$ cat config.mk
export PLATFORM = sky130hd
export DESIGN_NAME = pll_mode_seq
export DESIGN_NICKNAME = d
export VERILOG_FILES = /design/src/rtl/pll_mode_seq.sv
export SDC_FILE = /design/constraint.sdc
export NUM_CORES = 1
export LEC_CHECK = 0
export BUFFER_PORTS_ARGS = -buffer_cell sky130_fd_sc_hd__clkbuf_2
export CAP_MARGIN = 5
export CORE_AREA = 2 2 109 80
export DETAILED_ROUTE_END_ITERATION = 7
export DIE_AREA = 0 0 111 82
export GPL_TIMING_DRIVEN = 0
export PLACE_DENSITY_LB_ADDON = 0.25
export SYNTH_ARGS = -nofsm -noshare
export SYNTH_HDL_FRONTEND = slang
export SYNTH_SLANG_ARGS = --single-unit
$ cat constraint.sdc
create_clock -name clk_50m -period 2.65 [get_ports clk_50m]
set_clock_uncertainty 0.1 [all_clocks]
set_input_delay 0.1325 -clock clk_50m [delete_from_list [all_inputs] [get_ports clk_50m]]
set_output_delay 0.1325 -clock clk_50m [all_outputs]
set_load 0.02 [all_outputs]
$ cat src/rtl/pll_mode_seq.sv
// -----------------------------------------------------------------------------
// pll_mode_seq
//
// Reprograms a PLL through its reconfiguration management port whenever the
// (debounced) mode_sel input asks for a profile different from the one last
// written. Each change issues three management writes (mode register,
// fractional-K word of the selected profile, start), separated by idle gaps,
// and then waits for the PLL to lock with a timeout.
//
// Ports
//   clk_50m           in   sole clock, rising edge
//   reset             in   asynchronous, active-low reset
//   mode_sel          in   requested profile (asynchronous to clk_50m)
//   mode_k            in   fractional-K word per profile, profile i at [32i+31:32i]
//   locked            in   PLL lock indication (asynchronous)
//   mgmt_waitrequest  in   reconfig controller busy; write accepted when low
//   mgmt_write        out  management write strobe
//   mgmt_address      out  management register address
//   mgmt_writedata    out  management register data
//   busy              out  high whenever a sequence is in progress
//   applied_mode      out  last profile whose K word was written to the PLL
//   done              out  one-cycle pulse on successful lock
//   lock_err          out  sticky lock-timeout flag, cleared by next success
// -----------------------------------------------------------------------------
module pll_mode_seq #(
    parameter int         NUM_MODES     = 2,
    parameter int         SEL_W         = 1,
    parameter int         STABLE_CYCLES = 2,
    parameter int         GAP_CYCLES    = 3,
    parameter int         LOCK_TIMEOUT  = 65535,
    parameter logic [5:0] MODE_ADDR     = 6'd0,
    parameter logic [5:0] K_ADDR        = 6'd7,
    parameter logic [5:0] START_ADDR    = 6'd2
) (
    input  logic                    clk_50m,
    input  logic                    reset,
    input  logic [SEL_W-1:0]        mode_sel,
    input  logic [NUM_MODES*32-1:0] mode_k,
    input  logic                    locked,
    input  logic                    mgmt_waitrequest,
    output logic                    mgmt_write,
    output logic [5:0]              mgmt_address,
    output logic [31:0]             mgmt_writedata,
    output logic                    busy,
    output logic [SEL_W-1:0]        applied_mode,
    output logic                    done,
    output logic                    lock_err
);

    localparam int          SEL_SPAN  = 1 << SEL_W;
    localparam logic [3:0]  STABLE_N  = 4'(STABLE_CYCLES);
    localparam logic [31:0] GAP_U     = 32'(GAP_CYCLES);
    localparam logic [31:0] TIMEOUT_U = 32'(LOCK_TIMEOUT);

    typedef enum logic [3:0] {
        S_IDLE,
        S_WR_MODE,
        S_GAP1,
        S_WR_K,
        S_GAP2,
        S_WR_START,
        S_WAIT_LOCK,
        S_DONE,
        S_ERR
    } state_t;

    state_t           state, state_next;
    logic [SEL_W-1:0] sel_meta, sel_sync;
    logic             lock_meta, lock_sync;
    logic [SEL_W-1:0] sel_cand, stable_sel;
    logic [3:0]       run_cnt;
    logic [SEL_W-1:0] target;
    logic [31:0]      cnt;
    logic [SEL_SPAN-1:0] valid_map;
    logic             sel_valid;
    logic             gap_done, lock_window, lock_timeout;

    // Two-flop synchronisers for the asynchronous inputs.
    // NOTE: reset is asynchronous (in the sensitivity list) and every flop in
    // the design is cleared by it, so no output depends on a first clock edge.
    always_ff @(posedge clk_50m or negedge reset) begin
        if (!reset) begin
            sel_meta  <= '0;
            sel_sync  <= '0;
            lock_meta <= 1'b0;
            lock_sync <= 1'b0;
        end else begin
            // NOTE: sequential state uses non-blocking assignments so every
            // flop samples the pre-edge value of its source.
            sel_meta  <= mode_sel;
            sel_sync  <= sel_meta;
            lock_meta <= locked;
            lock_sync <= lock_meta;
        end
    end

    // Debounce: sel_cand is the value being observed, run_cnt how many
    // consecutive samples it has been seen. It becomes stable_sel on the
    // STABLE_CYCLES-th identical sample; any change restarts the run at 1.
    always_ff @(posedge clk_50m or negedge reset) begin
        if (!reset) begin
            sel_cand   <= '0;
            run_cnt    <= '0;
            stable_sel <= '0;
        end else if (sel_sync != sel_cand) begin
            sel_cand <= sel_sync;
            run_cnt  <= 4'd1;
            if (STABLE_CYCLES == 1) stable_sel <= sel_sync;
        end else if (run_cnt < STABLE_N) begin
            run_cnt <= run_cnt + 4'd1;
            if (run_cnt + 4'd1 == STABLE_N) stable_sel <= sel_cand;
        end
    end

    // Selector codes at or above NUM_MODES name no profile and are ignored.
    always_comb begin
        for (int i = 0; i < SEL_SPAN; i++) valid_map[i] = (i < NUM_MODES);
    end
    assign sel_valid = valid_map[stable_sel];

    // cnt counts cycles spent in the current state. Gaps last GAP_CYCLES
    // cycles but never less than one. WAIT_LOCK ignores locked during its
    // first GAP_CYCLES cycles and gives up after LOCK_TIMEOUT cycles in total.
    assign gap_done     = (cnt + 32'd1 >= GAP_U);
    assign lock_window  = (cnt >= GAP_U);
    assign lock_timeout = (cnt + 32'd1 >= TIMEOUT_U);

    always_ff @(posedge clk_50m or negedge reset) begin
        if (!reset) state <= S_IDLE;
        else        state <= state_next;
    end

    always_comb begin
        // NOTE: every output of this block gets a default first, so no path
        // through the case statement can leave a latch behind.
        state_next     = state;
        mgmt_write     = 1'b0;
        mgmt_address   = '0;
        mgmt_writedata = '0;
        unique case (state)
            S_IDLE: begin
                if (sel_valid && (stable_sel != applied_mode)) state_next = S_WR_MODE;
            end
            S_WR_MODE: begin
                mgmt_write   = 1'b1;
                mgmt_address = MODE_ADDR;
                if (!mgmt_waitrequest) state_next = S_GAP1;
            end
            S_GAP1: begin
                if (gap_done) state_next = S_WR_K;
            end
            S_WR_K: begin
                mgmt_write     = 1'b1;
                mgmt_address   = K_ADDR;
                mgmt_writedata = mode_k[32*int'(target) +: 32];
                if (!mgmt_waitrequest) state_next = S_GAP2;
            end
            S_GAP2: begin
                if (gap_done) state_next = S_WR_START;
            end
            S_WR_START: begin
                mgmt_write   = 1'b1;
                mgmt_address = START_ADDR;
                if (!mgmt_waitrequest) state_next = S_WAIT_LOCK;
            end
            S_WAIT_LOCK: begin
                if (lock_window && lock_sync) state_next = S_DONE;
                else if (lock_timeout)        state_next = S_ERR;
            end
            S_DONE:  state_next = S_IDLE;
            S_ERR:   state_next = S_IDLE;
            default: state_next = S_IDLE;
        endcase
    end

    assign busy = (state != S_IDLE);
    assign done = (state == S_DONE);

    always_ff @(posedge clk_50m or negedge reset) begin
        if (!reset) begin
            cnt          <= '0;
            target       <= '0;
            applied_mode <= '0;
            lock_err     <= 1'b0;
        end else begin
            if ((state_next != state) || (state == S_IDLE)) cnt <= '0;
            else                                            cnt <= cnt + 32'd1;
            // The profile is frozen at sequence start; later mode_sel changes
            // are only looked at again once the sequence is back in IDLE.
            if ((state == S_IDLE) && (state_next == S_WR_MODE)) target <= stable_sel;
            if ((state == S_WR_K) && !mgmt_waitrequest) applied_mode <= target;
            if (state == S_DONE) lock_err <= 1'b0;
            if (state == S_ERR)  lock_err <= 1'b1;
        end
    end

endmodule
==> flow_metrics.py <==
metrics = {
    "outcome": {
        "outcome": "finished, violations left",
        "violations": "setup timing",
    },
    "flow_run": {
        "maxCapViolCount": 0,
    },
    "synth": {
        "synth.area.top_cells": "dfrtp_1, mux2i_1, nor2_1, xnor2_1, xor2_1",
        "yosys_warnings": 0,
        "synth-seq-cells": 49,
        "netlist_top_cells_count": "nor2_1, dfrtp_1, mux2i_1",
        "synth.largest_area_cell": "dfrtp_1",
        "synthCells": 437,
        "synth_top_area_frac": 0.332,
        "synth_edf_count": 0,
        "async_flop_share": 1.00,
        "synth.distinct_cells": 61,
        "synth_flop_cell": "dfrtp_1",
        "yosys.cell_count.top_type": "nor2_1",
        "syn_area_per_cell_sq_um": 8.45,
        "syn-cell-area_sq_mm": 0.00369,
        "ys_seq_area_frac": 0.332,
    },
    "floorplan": {
        "die_h_um": 82,
        "core_sq_mm": 0.00809,
        "rows": 28,
        "chipWidth_um": 111,
        "ios": 112,
        "dieArea_sq_mm": 0.00910,
        "start_util": 0.457,
    },
    "drt": {
        "drt_iter0_drc": 295,
        "drc": 0,
        "dr.pass1.iters": 5,
        "wire_per_inst_um": 15.9,
        "vias": 3814,
        "ant_nets": 0,
        "vias_per_cell": 5.49,
        "wl_um": 11100,
    },
    "clock_tree": {
        "cts_max_path_buffers": 2,
        "clkSinkCount": 49,
        "clk_latency_ns": 0.29,
        "cts_buffers": 5,
        "path_clk_slew_ns": 0.07,
        "htree_levels": 2,
        "clock-root-buffer": "clkbuf_16",
        "cts_tree": "yes",
    },
    "critical_path": {
        "crit_type": "reg -> reg",
        "r2r_setup_slack_ns": -0.23,
        "r2r_end": "state[2]$_DFF_PN0_",
        "worstSetupStartpointType": "flop",
        "cp_max_fo": 5,
        "crit_slowest_cell": "or4_4",
        "path_cells": "buf_6 > nand4_4 > buf_4 > or4_4 > nor3b_2 > a211o_1 > o2111ai_4 > or3_4 > or2_4 > o211ai_1",
        "cpPeakStageDelay_ns": 0.60,
        "reg2reg_from": "cnt[4]$_DFF_PN0_",
        "crit_path_end_kind": "flop",
        "arrival_ns": 2.97,
        "reg2reg_depth": 10,
        "worstPathRequired_ns": 2.75,
    },
    "placed_design": {
        "dp.cells": 652,
        "portBuffers": 108,
        "dp_hpwl_um": 7830,
        "gp_congestion": 0.893,
    },
    "power_and_ir_drop": {
        "irDropWorstVdd_uv": 375,
        "power.density_mw_per_mm2": 622,
        "leakage_nw": 2.36,
        "total_power_w": 0.00321,
    },
    "global_route": {
        "grt_first_pass_wirelength_um": 16900,
        "grt_pass1_vias": 3448,
        "top_usage_layer": "met2",
        "grtUsageMet3": 0.0332,
        "gr-usage-met2": 0.391,
        "grtUsageMet1": 0.315,
        "grt_usage": 0.228,
        "antenna_found_initial": 0,
        "grt.overflow.total": 0,
        "grt_start_max_net_pins": 50,
    },
    "sta": {
        "rsz0062_at_grt": "yes",
        "finalHoldViolations": 0,
        "whs_ns": 0.138,
        "post-route-period-util": 1.09,
        "max-slew-margin-rel": 0.547,
        "min_period_ns": 2.88,
        "max_freq_mhz": 348,
        "fin_tns_setup_ns": -4.80,
        "slew_violations": 0,
        "timing.final.ws_setup_ns": -0.228,
        "tightest_slew_ns": 0.679,
        "finalSetupViolations": 34,
    },
    "worst_hold_path": {
        "min_path_cells": 3,
        "hold_class": "in -> reg",
        "holdPathEnd": "cnt[28]$_DFF_PN0_",
        "hold_start": "mgmt_waitrequest",
    },
    "cells_and_area": {
        "final_core_util": 0.638,
        "nNetsFinal": 662,
        "instances_no_fill": 695,
        "drive_gt1_frac": 0.395,
        "n_fill_cell": 679,
        "multi_input_area_sq_mm": 0.00248,
        "area_delta_synth_final_pct": 39.7,
        "regArea_sq_mm": 0.00123,
        "n_antenna_cell": 0,
    },
}
metrics by stage:
step / instance area, sq um / setup slack (ns)
finish: 5160 / -0.228
global route: 5160 / -0.340
CTS: 5010 / -0.130
detailed placement: 4400 / -0.518
global placement: 4400 / -0.475
floorplan: 3730 / 0.0162
state kept, by name, summed over array words and instances (netlist names):
register,count
lock_sync,1
run_cnt,4
lock_meta,1
state,4
target,1
cnt,32
applied_mode,1
sel_cand,1
stable_sel,1
sel_meta,1
sel_sync,1
lock_err,1
how the worst max path moves through the flow:
stage / start / depth (start not counted) / slack (ns) / to
2_1_floorplan: cnt[0]$_DFF_PN0_ / 11 / 0.02 / cnt[27]$_DFF_PN0_
3_3_place_gp: cnt[0]$_DFF_PN0_ / 11 / -0.47 / cnt[9]$_DFF_PN0_
3_5_place_dp: cnt[0]$_DFF_PN0_ / 11 / -0.52 / cnt[27]$_DFF_PN0_
4_1_cts: cnt[8]$_DFF_PN0_ / 13 / -0.13 / cnt[9]$_DFF_PN0_
5_1_grt: cnt[4]$_DFF_PN0_ / 13 / -0.34 / cnt[29]$_DFF_PN0_
6_report: cnt[4]$_DFF_PN0_ / 10 / -0.23 / state[2]$_DFF_PN0_
routing by layer:
layer	share of wire	wire [um]
met2	0.49	5460
met4	0.0066	73
met3	0.054	600
met1	0.45	4930
met5	0	0
repair_timing:
| action | 4_1_cts | 5_1_grt |
|---|---|---|
| pin swaps | 18 | 11 |
| gates resized for setup | 45 | 22 |
| hold buffers | 2 | 1 |
| endpoints found under the hold margin | 2 | 18 |
| endpoints found under the setup margin | 34 | 34 |
| cloned | 0 | 0 |
| buffers inserted | 32 | 6 |
placed cells by master (no fill, tap or decap), types with 7 or more instances in the layout:
| cell | instances |
|---|---|
| a21oi_1 | 11 |
| and3_1 | 9 |
| buf_4 | 39 |
| buf_6 | 11 |
| clkbuf_1 | 15 |
| clkbuf_2 | 107 |
| dfrtp_1 | 42 |
| dfrtp_2 | 7 |
| inv_1 | 9 |
| mux2i_1 | 34 |
| nand2_1 | 21 |
| nand2b_1 | 8 |
| nand3_1 | 16 |
| nand4_1 | 15 |
| nor2_1 | 73 |
| nor2_2 | 12 |
| nor3_1 | 9 |
| o21ai_0 | 9 |
| xnor2_1 | 16 |
| xor2_1 | 15 |
final cells by class:
class | instances | share of cell area
inverters | 9 | 0.00654
multi-input cells | 342 | 0.480
flip-flops and latches | 49 | 0.239
clock buffers | 5 | 0.0242
well taps | 105 | 0.0254
clock inverters | 3 | 0.00485
plain buffers | 32 | 0.0458
repair buffers | 150 | 0.174
where the power goes:
group	internal (W)	switching (W)
clock network	0.000355	0.000288
registers	0.000826	0.0000846
logic	0.000705	0.000955
logic make-up (layout without fill, tap and decap cells):
group,Yosys count,count (layout),share of synthesized area
AO/OA/AOI/OAI,50,50,0.0918
XOR/XNOR,33,33,0.0782
adder cells (fa/ha/maj),4,4,0.0135
buffers and inverters,48,199,0.0667
flip-flops,49,49,0.332
multiplexers,39,39,0.107
other,1,3,0.00101
AND/OR/NAND/NOR,213,213,0.310
critical path: cells and delay by family (launching register included):
kind	cells	cell delay [ns]
AO/OA/AOI/OAI	3	0.46
buffers and inverters	2	0.27
AND/OR/NAND/NOR	5	1.62
flip-flops	1	0.34
No activity file was read; power rests on OpenSTA's default activity.
